<file path="src/rtl/lod_normalizer_pipe.sv">
// Three-stage sign-magnitude mantissa adder with leading-one detection and normalisation.
// Elastic valid/ready pipe; a sideband tag travels with each beat.
module lod_normalizer_pipe #(
  parameter int MAN_W = 28,
  parameter int EXP_W = 8,
  parameter int TAG_W = 4,
  localparam int LOC_W = $clog2(MAN_W)
) (
  input  logic               clk,
  input  logic               rst,
  input  logic               in_valid,
  output logic               in_ready,
  input  logic [MAN_W-1:0]   a,
  input  logic [MAN_W-1:0]   b,
  input  logic [EXP_W-1:0]   exponent,
  input  logic [TAG_W-1:0]   in_tag,
  output logic               out_valid,
  input  logic               out_ready,
  output logic [MAN_W:0]     out_mant,
  output logic [EXP_W-1:0]   out_exp,
  output logic [LOC_W-1:0]   msb_loc,
  output logic               out_zero,
  output logic               out_ovf,
  output logic [TAG_W-1:0]   out_tag
);

  // Width wide enough to compare a shift count against an exponent without truncation.
  localparam int CMP_W = ((EXP_W > LOC_W) ? EXP_W : LOC_W) + 1;
  localparam logic [LOC_W-1:0] TOP_LOC = LOC_W'(MAN_W - 1);
  localparam logic [EXP_W-1:0] EXP_MAX = '1;

  // ---------------- Stage valids and elastic handshake ----------------
  logic v1, v2, v3;
  logic rdy1, rdy2, rdy3;

  // A stage can take new data when it is empty or its content moves on this edge.
  assign rdy3     = !v3 || out_ready;
  assign rdy2     = !v2 || rdy3;
  assign rdy1     = !v1 || rdy2;
  assign in_ready = rdy1;

  logic load1, load2, load3;
  assign load1 = in_valid && rdy1;
  assign load2 = v1 && rdy2;
  assign load3 = v2 && rdy3;

  always_ff @(posedge clk) begin
    if (rst) begin
      v1 <= 1'b0;
      v2 <= 1'b0;
      v3 <= 1'b0;
    end else begin
      if (rdy1) v1 <= in_valid;
      if (rdy2) v2 <= v1;
      if (rdy3) v3 <= v2;
    end
  end

  // ---------------- Stage 1: sign-magnitude add ----------------
  function automatic logic [MAN_W:0] to_twos(input logic [MAN_W-1:0] v);
    logic [MAN_W:0] mag;
    mag = {2'b00, v[MAN_W-2:0]};
    // A negative zero negates to zero, so -0 behaves as +0 for free.
    return v[MAN_W-1] ? (~mag + 1'b1) : mag;
  endfunction

  logic [MAN_W:0]   sum_c;
  logic [MAN_W:0]   abs_c;
  logic             s1_sign;
  logic [MAN_W-1:0] s1_mag;
  logic [EXP_W-1:0] s1_exp;
  logic [TAG_W-1:0] s1_tag;

  always_comb begin
    // NOTE: combinational blocks use blocking '=' so later lines see the updated value;
    // clocked blocks use '<=' so every register samples pre-edge values.
    sum_c = to_twos(a) + to_twos(b);
    abs_c = sum_c[MAN_W] ? (~sum_c + 1'b1) : sum_c;
  end

  // NOTE: pipeline data registers carry no reset; the stage valids already mark them
  // as don't-care, and only the visible output stage is cleared.
  always_ff @(posedge clk) begin
    if (load1) begin
      s1_sign <= sum_c[MAN_W];
      s1_mag  <= abs_c[MAN_W-1:0];
      s1_exp  <= exponent;
      s1_tag  <= in_tag;
    end
  end

  // ---------------- Stage 2: leading-one and zero detect ----------------
  logic [LOC_W-1:0] lod_c;
  logic             zero_c;

  always_comb begin
    // NOTE: default first, so no path through this block leaves lod_c unassigned (no latch).
    lod_c  = '0;
    zero_c = (s1_mag == '0);
    // Ascending scan: the highest set bit is written last and wins.
    for (int i = 0; i < MAN_W; i++) begin
      if (s1_mag[i]) lod_c = LOC_W'(i);
    end
  end

  logic             s2_sign;
  logic [MAN_W-1:0] s2_mag;
  logic [EXP_W-1:0] s2_exp;
  logic [TAG_W-1:0] s2_tag;
  logic [LOC_W-1:0] s2_loc;
  logic             s2_zero;

  always_ff @(posedge clk) begin
    if (load2) begin
      s2_sign <= s1_sign;
      s2_mag  <= s1_mag;
      s2_exp  <= s1_exp;
      s2_tag  <= s1_tag;
      s2_loc  <= lod_c;
      s2_zero <= zero_c;
    end
  end

  // ---------------- Stage 3: normalise and adjust exponent ----------------
  logic [LOC_W-1:0] shift_c;
  logic [CMP_W-1:0] shift_w, exp_w;
  logic [MAN_W:0]   mant_c;
  logic [EXP_W-1:0] exp_c;
  logic [LOC_W-1:0] loc_c;
  logic             zflag_c;
  logic             ovf_c;

  always_comb begin
    shift_c = TOP_LOC - s2_loc;
    shift_w = CMP_W'(shift_c);
    exp_w   = CMP_W'(s2_exp);
    mant_c  = '0;
    exp_c   = '0;
    loc_c   = s2_loc;
    zflag_c = 1'b0;
    ovf_c   = 1'b0;
    if (s2_zero) begin
      loc_c   = '0;
      zflag_c = 1'b1;
    end else if (s2_loc == TOP_LOC) begin
      // Carry into the top bit: already normalised, exponent bumps and may saturate.
      mant_c = {s2_sign, s2_mag};
      if (s2_exp == EXP_MAX) begin
        exp_c = EXP_MAX;
        ovf_c = 1'b1;
      end else begin
        exp_c = s2_exp + 1'b1;
      end
    end else if (shift_w < exp_w) begin
      mant_c = {s2_sign, s2_mag << shift_c};
      exp_c  = EXP_W'(exp_w - shift_w + 1'b1);
    end else begin
      // Not enough exponent headroom for a full shift: result is denormal.
      mant_c = {s2_sign, s2_mag << s2_exp};
      exp_c  = '0;
    end
  end

  always_ff @(posedge clk) begin
    if (rst) begin
      out_mant <= '0;
      out_exp  <= '0;
      msb_loc  <= '0;
      out_zero <= 1'b0;
      out_ovf  <= 1'b0;
      out_tag  <= '0;
    end else if (load3) begin
      out_mant <= mant_c;
      out_exp  <= exp_c;
      msb_loc  <= loc_c;
      out_zero <= zflag_c;
      out_ovf  <= ovf_c;
      out_tag  <= s2_tag;
    end
  end

  assign out_valid = v3;

endmodule

</file>
<file path="config.mk">
export PLATFORM = sky130hd
export DESIGN_NAME = lod_normalizer_pipe
export DESIGN_NICKNAME = d
export VERILOG_FILES = /design/src/rtl/lod_normalizer_pipe.sv
export SDC_FILE = /design/constraint.sdc
export NUM_CORES = 1
export LEC_CHECK = 0
export CORE_ASPECT_RATIO = 1.1
export CORE_MARGIN = 5
export CORE_UTILIZATION = 35
export DETAILED_ROUTE_END_ITERATION = 7
export PLACE_DENSITY = 0.57
export SLEW_MARGIN = 25
export SYNTH_ARGS = -nofsm -noshare
export SYNTH_HDL_FRONTEND = slang
export SYNTH_SLANG_ARGS = --single-unit
</file>
<file path="constraint.sdc">
create_clock -name clk -period 8.9 [get_ports clk]
set_clock_uncertainty 0.05 [all_clocks]
set_input_delay 0.89 -clock clk [delete_from_list [all_inputs] [get_ports clk]]
set_output_delay 0.89 -clock clk [all_outputs]
set_load 0.005 [all_outputs]
</file>
==> key figures <==
Setup path
  • Gate family responsible for the most delay along the worst path: simple AND/OR/NAND/NOR gates
  • Reg-to-reg endpoint: out_mant[27]
  • Standard cell with the maximum stage delay on the critical path: xnor2_4
  • Worst Path Max Fanout: 29
  • Depth of the worst register-to-register path: 12
  • Capture point of the worst path: s1_mag[21]
  • Endpoint kind of the worst setup timing path: register
  • Worst setup slack for register-to-register paths: 4.28 ns
  • Critical path startpoint: b[4]
  • Data arrival at the endpoint of the critical path: 6.52 ns
  • Kind of start point of the critical path: primary input
  • Critical Setup Path Class: primary input to register
  • Series of cell instances along the critical path: clkdlybuf4s50_1 -> or4_4 -> or3_4 -> or4_4 -> or4_4 -> o41ai_1 -> xnor2_1 -> ha_1 -> nand2_1 -> o21ai_0 -> a21oi_1 -> a211oi_1 -> o21ai_0 -> xnor2_4 -> o21ai_0 -> xnor2_1
  • Number of cells on the critical path: 16
  • Origin of the critical flop-to-flop path: s2_loc[3]
  • Buffering stage count on the worst path with inverters included: 1
  • Worst path max stage delay: 0.62 ns
  • Data required time of the worst path: 9.01 ns

Finish
  • Cell area after layout: 12700 um2
  • Area growth from synthesis to layout: 21.3%
  • Fraction of final layout cells with drive strength greater than 1: 7.09%
  • Commonest non-fill, non-tap cells in the layout: 120 x clkdlybuf4s50_1, 99 x a21oi_1, 96 x xnor2_1
  • Most common cell after layout, fill and taps aside: clkdlybuf4s50_1
  • Post-layout nets: 1384
  • Final core occ: 43.0%
  • Ant diodes: 0

Route
  • Remaining design rule violation count: 0
  • Total via count after detailed routing: 9248
  • Avg WL per Cell: 17.1 um
  • Total wire length after detailed routing: 28100 um
  • Antenna-violating nets left: 0
  • Via-per-instance ratio: 5.63
  • DRT Pass-1 Iters: 7
  • First-iteration detailed-routing DRC count: 643

GRT
  • Number of global-route vias before repair: 9169
  • Wire length of the first global-routing pass: 46400 um
  • Global-route usage over all layers: 16.7%
  • Pin count of the biggest net entering global routing: 58
  • Number of antenna violations at the first check in global routing: 0
  • Grt ovf: 0

Timing
  • Achievable clock frequency: 0.156 GHz
  • Setup TNS: 0 ns
  • Smallest setup slack after layout: 2.49 ns
  • Fraction of the cycle the final worst path needs: 72.0%
  • Final count of pins violating max slew: 0
  • Tightest Pin Transition: 0.983 ns
  • Setup repair after global routing missed its margin: false
  • Fin crit period: 6.41 ns
  • Final setup viols: 0
  • Rel. slew slack: 34.5%
  • Endpoints failing hold: 0

Yosys
  • Mapped Area: 10400 um2
  • Count of cell types in the netlist: 76
  • Seq/Total Area, Yosys: 35.1%
  • Number of enable-type register cells in the synthesized netlist: 88
  • Gate Count Post-Synth: 1160
  • Yosys warning count: 0
  • Proportion of register bits with asynchronous set or reset after synthesis: 0%
  • Seq cells post-synth: 139
  • Top_reg_cell synth: edfxtp_1
  • Synthesized Nets: 1287
  • Post-Syn Area per Cell: 9.00 um2

Die
  • Die width: 175 um
  • Die outline height: 191 um
  • Top-Level Pins: 122
  • Area of the die: 33400 um2
  • Core area: 29500 um2
  • Starting density of the core: 35.4%
  • Number of placement rows: 66

Clock network
  • Later-pin clock latency in the skew report: 0.43 ns
  • Hold-fix buffers at CTS: 0
  • Quantity of gates resized following cts: 0
  • Root Driver: clkbuf_16
  • Level count of the clock H-tree: 4
  • Bufs on Longest Clock Path: 2
  • Sinks on Clock Net: 139
  • Num CTS Buffers: 17
  • Post-CTS Setup Bufs: 0
  • Clock slew at the register clock pins of the worst setup and hold paths: 0.06 ns
  • Clock tree from TritonCTS: built

Hold path
  • Path type of the worst min-delay path: register to register

Power and ir drop
  • Lkg Pwr: 4.46 nW
  • Logic pwr share: 36.2%
  • Power density cells: 203 nW/um2
  • Switch share: 35.5%
  • Maximum resistive drop on vdd: 0.0000823 V
  • Part of the total power dissipated in the clock network: 27.7%
  • Reg power frac: 36.1%
  • Power Internal: 0.00166 W
  • Sw power: 0.000912 W

Placed design
  • Input/output buffers: 121
  • DP Worst Slack: 1.75 ns
  • Dpl hpwl: 22200 um
  • Cell Area, Placed: 12100 um2
  • Last weighted congestion value of the routability-driven placer: 0.934

Status
  • Outcome: finished, final reports clean

Flow run
  • Max-capacitance violation count: 0
## area by class of cell
cell class	instances	area, um2
Multi-Input combinational cell	923	6460
Tap cell	374	468
Timing Repair Buffer	136	1320
Clock buffer	22	497
Inverter	40	150
Fill cell	2948	16800
Clock inverter	10	100
Sequential cell	139	3660
## power by group through the flow
| stage | clock network (W) | logic, W | registers, W |
|---|---|---|---|
| after floorplan | 0 | 0.000706 | 0.000900 |
| after global placement | 0 | 0.000916 | 0.000936 |
| after detailed placement | 0 | 0.000928 | 0.000940 |
| after CTS | 0.000724 | 0.000931 | 0.000927 |
| after global routing | 0.000751 | 0.00104 | 0.000942 |
| final | 0.000711 | 0.000931 | 0.000928 |
## per-stage QoR
step                      total power (W)  hold slack, ns  instances
final                             0.00257           0.365       1644
after global routing              0.00273           0.378       1644
after CTS                         0.00258           0.364       1644
after detailed placement          0.00187           0.355       1612
after global placement            0.00185           0.353       1612
after floorplan                   0.00161           0.350       1160
## how the worst min path moves through the flow
| stage | start | endpoint | slack (ns) | depth (start not counted) |
|---|---|---|---|---|
| detailed placement | s1_exp[4] | s2_exp[4] | 0.36 | 0 |
| global placement | s1_tag[0] | s2_tag[0] | 0.35 | 0 |
| global route | s1_exp[5] | s2_exp[5] | 0.38 | 0 |
| floorplan | s1_exp[0] | s2_exp[0] | 0.35 | 0 |
| CTS | s1_tag[3] | s2_tag[3] | 0.36 | 0 |
| finish | s1_tag[3] | s2_tag[3] | 0.36 | 0 |
## per-layer routing
metal	track usage (%)	vias to the layer above	wire length (um)
met4	5.35	0	629
met5	0	-	0
met2	29.1	293	13300
met3	2.95	42	1580
li1	-	4585	-
met1	21.2	4328	12600
## kinds of logic after synthesis
family                   share of synthesized area, %
AO/OA/AOI/OAI                                    22.7
AND/OR/NAND/NOR                                  16.9
flip-flops                                       35.1
XOR/XNOR                                         9.72
buffers and inverters                            3.63
adder cells (fa/ha/maj)                          6.81
multiplexers                                     5.13
## synthesized netlist by cell type (4+ instances only)
master,instances,share of area (%)
and3_1,5,0.30
nand2b_1,16,0.96
or4_1,7,0.50
nor4_1,11,0.66
nor2b_1,8,0.48
o211ai_1,21,1.5
o21ai_1,6,0.29
o22ai_1,7,0.42
ha_1,52,6.2
o41ai_1,10,0.84
a222oi_1,8,0.77
o21ai_0,67,3.2
a21oi_1,99,4.7
nand4_1,8,0.48
mux2i_1,22,2.1
o21a_1,4,0.29
nand2_1,94,3.4
o21bai_1,6,0.43
a221oi_1,11,0.92
mux2_2,4,0.43
clkbuf_1,51,1.8
xnor2_1,97,8.1
dfxtp_1,51,9.8
nand3_1,44,2.1
and4_1,4,0.34
mux4_2,12,2.6
or3_1,8,0.48
a31oi_1,6,0.36
or2_2,5,0.30
xor2_1,17,1.4
a22oi_1,18,1.3
inv_1,40,1.4
nand3b_1,6,0.43
a211oi_1,13,0.93
a311oi_1,4,0.34
edfxtp_1,88,25
a21o_1,10,0.72
nor2_1,88,3.2
o31ai_1,25,1.8
a21boi_0,5,0.36
nor3_1,37,1.8
a22o_1,8,0.67
## sequential cells by signal, indices dropped and copies added (netlist names)
name / cells
msb_loc: 5
out_exp: 8
out_mant: 29
out_ovf: 1
out_tag: 4
out_valid: 1
out_zero: 1
s1_exp: 8
s1_mag: 28
s1_sign: 1
s1_tag: 4
s2_exp: 8
s2_loc: 5
s2_mag: 28
s2_sign: 1
s2_tag: 4
s2_zero: 1
v1: 1
v2: 1
## worst register-to-register path, cell delays in order, from the launching register on
cell      delay (ns)
edfxtp_1        0.47
ha_1            0.24
xnor2_1         0.39
ha_1            0.36
a21oi_1         0.23
nor2b_1         0.11
nor3_1          0.28
a21o_1          0.78
mux4_2          0.44
a221oi_1        0.55
nor2_1          0.13
a221oi_1        0.32
a21oi_1         0.12
Note: power is estimated with default switching activity, not from simulation.
